`config.mk`:
```
export PLATFORM = sky130hd
export DESIGN_NAME = hazard_controller
export DESIGN_NICKNAME = d
export VERILOG_FILES = /design/src/rtl/pipeline_pkg.sv /design/src/rtl/stall_timer.sv /design/src/rtl/hazard_controller.sv
export SDC_FILE = /design/constraint.sdc
export NUM_CORES = 1
export LEC_CHECK = 0
export CORE_MARGIN = 2
export CORE_UTILIZATION = 35
export DETAILED_ROUTE_END_ITERATION = 8
export PLACE_DENSITY = 0.83
export SLEW_MARGIN = 25
export SYNTH_ARGS = -nofsm -noshare
export SYNTH_HDL_FRONTEND = slang
export SYNTH_SLANG_ARGS = --single-unit
```
`constraint.sdc`:
```
create_clock -name clk -period 2.98 [get_ports clk]
set_input_delay 0.596 -clock clk [delete_from_list [all_inputs] [get_ports clk]]
set_output_delay 0.596 -clock clk [all_outputs]
set_load 0.05 [all_outputs]
```
`src/rtl/pipeline_pkg.sv`:
```
// Shared pipeline types: hazard FSM state encoding and architectural constants.
package pipeline_pkg;

  typedef enum logic [1:0] {
    RUN   = 2'd0,
    STALL = 2'd1,
    FLUSH = 2'd2
  } hazardState_t;

  localparam logic [4:0] REG_ZERO = 5'd0;

  localparam int unsigned TIMER_WIDTH = 4;

endpackage

```
`src/rtl/stall_timer.sv`:
```
// Load/decrement down-counter that paces multi-cycle load-use stalls.
module stall_timer #(
  parameter int unsigned WIDTH = 4
) (
  input  logic             clk,
  input  logic             reset,
  input  logic             load,
  input  logic [WIDTH-1:0] load_value,
  input  logic             clear,
  input  logic             dec,
  output logic             terminal
);

  logic [WIDTH-1:0] count;

  always_ff @(posedge clk or negedge reset) begin
    if (!reset) begin
      count <= '0;
    end else if (clear) begin
      count <= '0;
    end else if (load) begin
      count <= load_value;
    end else if (dec && (count != '0)) begin
      count <= count - {{(WIDTH-1){1'b0}}, 1'b1};
    end
  end

  assign terminal = (count == {{(WIDTH-1){1'b0}}, 1'b1});

endmodule

```
`src/rtl/hazard_controller.sv`:
```
// Load-use stall / branch-jump flush controller for the 5-stage pipeline.
// Optional stall-cycle counter enabled by defining HAZARD_STALL_COUNTER_EN.
module hazard_controller
  import pipeline_pkg::*;
#(
  parameter int unsigned LOAD_STALL_CYCLES = 1,
  parameter int unsigned COUNT_WIDTH       = 32
) (
  input  logic                   clk,
  input  logic                   reset,
  input  logic [4:0]             addressRsInput,
  input  logic [4:0]             addressRtInput,
  input  logic                   usesRtInput,
  input  logic                   instrValidInput,
  input  logic                   exMemReadInput,
  input  logic                   exRegWriteInput,
  input  logic [4:0]             exWriteRegisterInput,
  input  logic                   branchTakenInput,
  input  logic                   jumpInput,
  output logic                   pcWriteOutput,
  output logic                   ifIdWriteOutput,
  output logic                   ifIdFlushOutput,
  output logic                   idExFlushOutput,
  output logic [1:0]             stateOutput,
  output logic [COUNT_WIDTH-1:0] stallCountOutput
);

  localparam logic                   MULTI_CYCLE = (LOAD_STALL_CYCLES > 1);
  localparam logic [TIMER_WIDTH-1:0] LOAD_VALUE  = TIMER_WIDTH'(LOAD_STALL_CYCLES - 1);

  hazardState_t state, next_state;
  logic hazard;
  logic timer_load, timer_clear, timer_dec, timer_terminal;

  assign hazard = instrValidInput & exMemReadInput & exRegWriteInput &
                  (exWriteRegisterInput != REG_ZERO) &
                  ((exWriteRegisterInput == addressRsInput) |
                   (usesRtInput & (exWriteRegisterInput == addressRtInput)));

  always_ff @(posedge clk or negedge reset) begin
    if (!reset) begin
      state <= RUN;
    end else begin
      state <= next_state;
    end
  end

  always_comb begin
    next_state  = RUN;
    timer_load  = 1'b0;
    timer_clear = 1'b0;
    timer_dec   = 1'b0;
    if (branchTakenInput) begin
      next_state  = FLUSH;
      timer_clear = 1'b1;
    end else begin
      case (state)
        RUN: begin
          if (hazard && MULTI_CYCLE) begin
            next_state = STALL;
            timer_load = 1'b1;
          end
        end
        STALL: begin
          timer_dec  = 1'b1;
          next_state = timer_terminal ? RUN : STALL;
        end
        FLUSH:   next_state = RUN;
        default: next_state = RUN;
      endcase
    end
  end

  // Outputs are gated by reset so they take safe values before any clock edge.
  always_comb begin
    pcWriteOutput   = 1'b1;
    ifIdWriteOutput = 1'b1;
    ifIdFlushOutput = 1'b0;
    idExFlushOutput = 1'b0;
    if (reset) begin
      if (branchTakenInput) begin
        ifIdFlushOutput = 1'b1;
        idExFlushOutput = 1'b1;
      end else begin
        case (state)
          RUN: begin
            if (hazard) begin
              pcWriteOutput   = 1'b0;
              ifIdWriteOutput = 1'b0;
              idExFlushOutput = 1'b1;
            end else if (jumpInput) begin
              ifIdFlushOutput = 1'b1;
            end
          end
          STALL: begin
            pcWriteOutput   = 1'b0;
            ifIdWriteOutput = 1'b0;
            idExFlushOutput = 1'b1;
          end
          FLUSH:   ifIdFlushOutput = 1'b1;
          default: ;
        endcase
      end
    end
  end

  assign stateOutput = state;

  stall_timer #(
    .WIDTH(TIMER_WIDTH)
  ) u_stall_timer (
    .clk        (clk),
    .reset      (reset),
    .load       (timer_load),
    .load_value (LOAD_VALUE),
    .clear      (timer_clear),
    .dec        (timer_dec),
    .terminal   (timer_terminal)
  );

`ifdef HAZARD_STALL_COUNTER_EN
  logic [COUNT_WIDTH-1:0] stall_count;

  always_ff @(posedge clk or negedge reset) begin
    if (!reset) begin
      stall_count <= '0;
    end else if (!pcWriteOutput && (stall_count != '1)) begin
      stall_count <= stall_count + {{(COUNT_WIDTH-1){1'b0}}, 1'b1};
    end
  end

  assign stallCountOutput = stall_count;
`else
  assign stallCountOutput = '0;
`endif

endmodule

```
---- Yosys cells after proc, flatten, opt, wreduce, memory -nomap -nowiden ----
Index checks and enable logic that the tools add are counted.
word-level totals
  bits in registers ....................... 6
cells by class
  equal/unequal tests ..................... 5
  add/sub/neg operators ................... 1
  multiplexer cells ....................... 21
  bitwise operators ....................... 6
  reduce and logical (&&, ||, !) cells .... 5
operator list
  kind                 number
  $mux 1               15
  $eq 5x5->1           2
  $mux 4               2
  $pmux 1 s2           3
  $and 1x1->1          5
  $reduce_bool 5->1    1
  $eq 4x1->1 const B   1
  $reduce_bool 4->1    1
  $sub 4x1->4 const B  1
  $eq 2x1->1 const B   1
  $eq 2x2->1 const B   1
  $logic_not 2->1      1
  $mux 2               1
  $reduce_bool 2->1    1
  $logic_and 1x1->1    1
  $or 1x1->1           1

---- Logic depth before layout (Yosys ltp) ----
  word-level depth ........................ 8
  depth in mapped cells ................... 6

---- By module ----
From an unflattened synthesis, not the netlist that was laid out.
second synthesis, totals
  cell total of the unflattened synthesis .. 99
  area total of the unflattened synthesis .. 843.3 µm²
modules (own cells, without submodules)
  module             sequential area each (µm²)  instances  cells each  area each (µm²)
  hazard_controller  50.0                        1          68          531.8
  stall_timer        100.1                       1          31          311.5

---- Worst setup path before layout ----
OpenSTA, ideal clock, no wires.
  path type ............................... input to output
  start point ............................. in exWriteRegisterInput[1]
  end point ............................... out pcWriteOutput
  arrival ................................. 2,578 ps
  slack ................................... -194 ps
  stages on the path ...................... 5
  required time ........................... 2,384 ps
  cells stage by stage .................... or4_1 -> o2111ai_2 -> nor2_1 -> a32oi_1 -> buf_4
on the way
  word-level cells in the longest chain between the ends .. 8
ends and longest elaborated chain
  what                    RTL line                 source
  from (decl)             hazard_controller.sv:17  input logic [4:0] exWriteRegisterInput,
  $eq 5x5->1              hazard_controller.sv:38  (usesRtInput & (exWriteRegisterInput == addressRtInput)));
  $and 1x1->1             hazard_controller.sv:38
  $or 1x1->1              hazard_controller.sv:37  ((exWriteRegisterInput == addressRsInput) |
  $and 1x1->1 *           hazard_controller.sv:36  (exWriteRegisterInput != REG_ZERO) &
  $mux 1 *                n/a
  $pmux 1 s2 *            n/a
  $mux 1 * (2 in series)  n/a
  to (decl)               hazard_controller.sv:20  output logic pcWriteOutput,
Every way passes the cells marked *; elsewhere a longest branch is shown, timed or not.

---- Worst setup path after layout ----
  start point ............................. in exWriteRegisterInput[3]
  end point ............................... out ifIdFlushOutput
on the way
  word-level cells in the longest chain between the ends .. 8
ends and longest elaborated chain
  what           RTL line                 source
  $eq 5x5->1     hazard_controller.sv:38
  $and 1x1->1    hazard_controller.sv:38
  $or 1x1->1     hazard_controller.sv:37
  $and 1x1->1 *  hazard_controller.sv:36
  $mux 1 *       hazard_controller.sv:87  if (hazard) begin
  $pmux 1 s2 *   hazard_controller.sv:85  case (state)
  $mux 1 *       hazard_controller.sv:81  if (branchTakenInput) begin
  $mux 1 *       hazard_controller.sv:80  if (reset) begin
  to (decl)      hazard_controller.sv:22  output logic ifIdFlushOutput,
Marked as above.

==> out/summary.txt <==
clk_lat worst skew: 0.25 ns
Leak: 0.482 nW
clock slew at the register clock pins of the worst setup and hold paths: 0.05 ns
DRT iter0 DRCs: 10
I/O pin count: 61
switching pwr: 0.153 mW
Longest Clk Path Bufs: 2
clock buffer count from CTS: 3
area of the die: 2590 um2
maximum vdd drop: 0.168 mV
H-tree lvl count: 1
WS Path Type: primary input to primary output
mapped cell area: 771 um2
clock share of power: 0.223
final number of setup-violating endpoints: 0
post-synth top area cell: buf_4
Yosys reg bits: 6
initial antenna violation count: 0
worst setup margin: 0.0436 ns
worst hold path class: register to register
Placer Congestion: 0.739
final hold slack: 0.581 ns
combinational power share: 0.527
syn avg cell area: 8.38 um2
Pre-antenna DRT Iters: 4
post-DR vias/cell: 4.09
die width: 50.9 um
PD cells: 309 nW/um2
grt ovf: 0
WP data arrival: 2.34 ns
synth-to-layout area growth: 39.9%
Final Non-Filler Cells: 154
global-route wire length before repair: 2.58 mm
most common cell after layout, fill and taps aside: conb_1
Die Span Y: 50.9 um
Clock Sinks: 6
fin. max-slew vios: 0
# hold bufs at CTS: 0
post-route cell area: 1080 um2
standard-cell rows: 16
Synth top area share: 0.321
switching portion of total power: 0.459
headroom to the max-slew limit: 0.658
max_cap viols: 0
Post-Synthesis Cells: 92
largest net degree at the start of global routing: 9
Post-DP HPWL: 1.33 mm
fin nets: 155
Reg power frac: 0.251
YS warnings: 0
initial core utilization: 0.381
Setup crit end kind: primary output
vias: 630
Int Pwr: 0.180 mW
Fin. Hold Viols: 0
placed cells: 150
pre-CTS setup slack: -0.00905 ns
crit path max fanout: 3
Antenna Nets Post-Route: 0
fmax: 341 MHz
post-synth cell types: 29
total wire length: 1.50 mm
Final period util: 0.985
antenna fix cells: 0
status: completed
top cells by area, synth: buf_4, dfrtp_1, xnor2_1
Multi-input gate area: 500 um2
drt wl/cell: 9.72 um
Register Area: 150 um2
Startpoint Class: primary input
most frequent cells in the layout: conb_1, clkdlybuf4s50_1, xnor2_1, buf_4, dfrtp_1
Core Box Area: 2020 um2
CTS Root Cell: clkbuf_4
sequential area share after synthesis: 0.195
DRC errors left: 0
vias in the first global route: 571
RSZ-0062 raised after global routing: false
CTS tree: done
DP Area: 1030 um2
Worst Path Required: 2.38 ns
layout cells sized above 1: 0.150
worst-case clock skew: 0.00737 ns
GRT Util Overall: 0.132
Port Buffer Count: 28
Period minus WS final: 2.94 ns
worst-margin pin slew: 0.512 ns
Filler cells: 189
-- power by group through the flow --
stage | clock (mW) | sequential [mW] | combinational, mW
final | 0.0743 | 0.0835 | 0.175
after global placement | 0 | 0.0846 | 0.171
after global routing | 0.0829 | 0.0836 | 0.185
after detailed placement | 0 | 0.0847 | 0.172
after CTS | 0.0780 | 0.0835 | 0.175
after floorplan | 0 | 0.0869 | 0.150
-- routing by layer --
layer	track usage	part of all wire	wire length, um	up-vias
met5	0	0	0	-
met4	0.0270	0	0	0
met3	0.0468	0.080	120	0
met2	0.225	0.50	755	35
met1	0.158	0.41	621	281
li1	-	-	-	314
-- synth_stat cells --
| cell type | n |
|---|---|
| nand2_1 | 4 |
| ha_1 | 3 |
| xnor2_1 | 10 |
| conb_1 | 1 |
| or2b_1 | 1 |
| nor2_1 | 5 |
| xor2_1 | 2 |
| or3b_2 | 1 |
| clkbuf_1 | 1 |
| o211ai_1 | 1 |
| mux2_2 | 1 |
| o21ai_0 | 1 |
| o31ai_1 | 1 |
| nor3_1 | 1 |
| nor2b_1 | 1 |
| o22ai_1 | 1 |
| nor3b_1 | 2 |
| buf_4 | 33 |
| a221o_1 | 1 |
| a32oi_1 | 1 |
| or4_1 | 1 |
| and3b_1 | 1 |
| inv_1 | 2 |
| nand3b_1 | 2 |
| o2111ai_2 | 1 |
| nand3_1 | 3 |
| a21oi_1 | 3 |
| nand4_1 | 1 |
| dfrtp_1 | 6 |
-- worst max-delay path: stages --
cell and delay [ns]:
clkdlybuf4s50_1 0.42, or4_4 0.55, o2111ai_4 0.21, or2b_1 0.25, o211ai_1 0.13, buf_12 0.18
-- kinds of logic after synthesis --
group,count (synthesis),share of synthesized area
AO/OA/AOI/OAI,10,0.0974
flip-flops,6,0.195
buffers and inverters,36,0.336
adder cells (fa/ha/maj),3,0.0487
AND/OR/NAND/NOR,23,0.167
multiplexers,1,0.0146
XOR/XNOR,12,0.136
other,1,0.00487
-- final cells by class --
| class | count | share of cell area |
|---|---|---|
| repair buffers | 35 | 0.338 |
| multi-input cells | 81 | 0.464 |
| clock buffers | 3 | 0.0209 |
| flip-flops and latches | 6 | 0.139 |
| well taps | 27 | 0.0313 |
| inverters | 2 | 0.00696 |
-- state kept, by name, summed over array words and instances, names as in the netlist --
register / flops
u_stall_timer.count: 4
stateOutput: 2
-- final timing paths --
path	depth (start not counted)	from	end	slack (ns)
min	2	u_stall_timer.count[3]$_DFFE_PN0P_	u_stall_timer.count[3]$_DFFE_PN0P_	0.58
min in group asynchronous	2	reset	stateOutput[0]$_DFF_PN0_	0.82
min reg2reg	2	u_stall_timer.count[3]$_DFFE_PN0P_	u_stall_timer.count[3]$_DFFE_PN0P_	0.58
max in group asynchronous	2	reset	u_stall_timer.count[1]$_DFFE_PN0P_	2.03
max reg2reg	6	u_stall_timer.count[0]$_DFFE_PN0P_	u_stall_timer.count[3]$_DFFE_PN0P_	1.40
max	6	exWriteRegisterInput[3]	ifIdFlushOutput	0.04
-- through the flow --
stage	power [mW]	TNS, ns	util
floorplan	0.237	0	-
detailed placement	0.257	-0.00905	0.509
CTS	0.337	0	0.530
finish	0.333	0	0.533
global placement	0.256	0	0.509
global route	0.351	0	0.533
-- what timing repair did --
action	4_1_cts	5_1_grt
setup buffers	0	1
resized for setup	3	0
gates cloned	0	0
pin swaps	2	3
setup endpoints to repair	1	4
No activity file was read; power rests on OpenSTA's default activity.
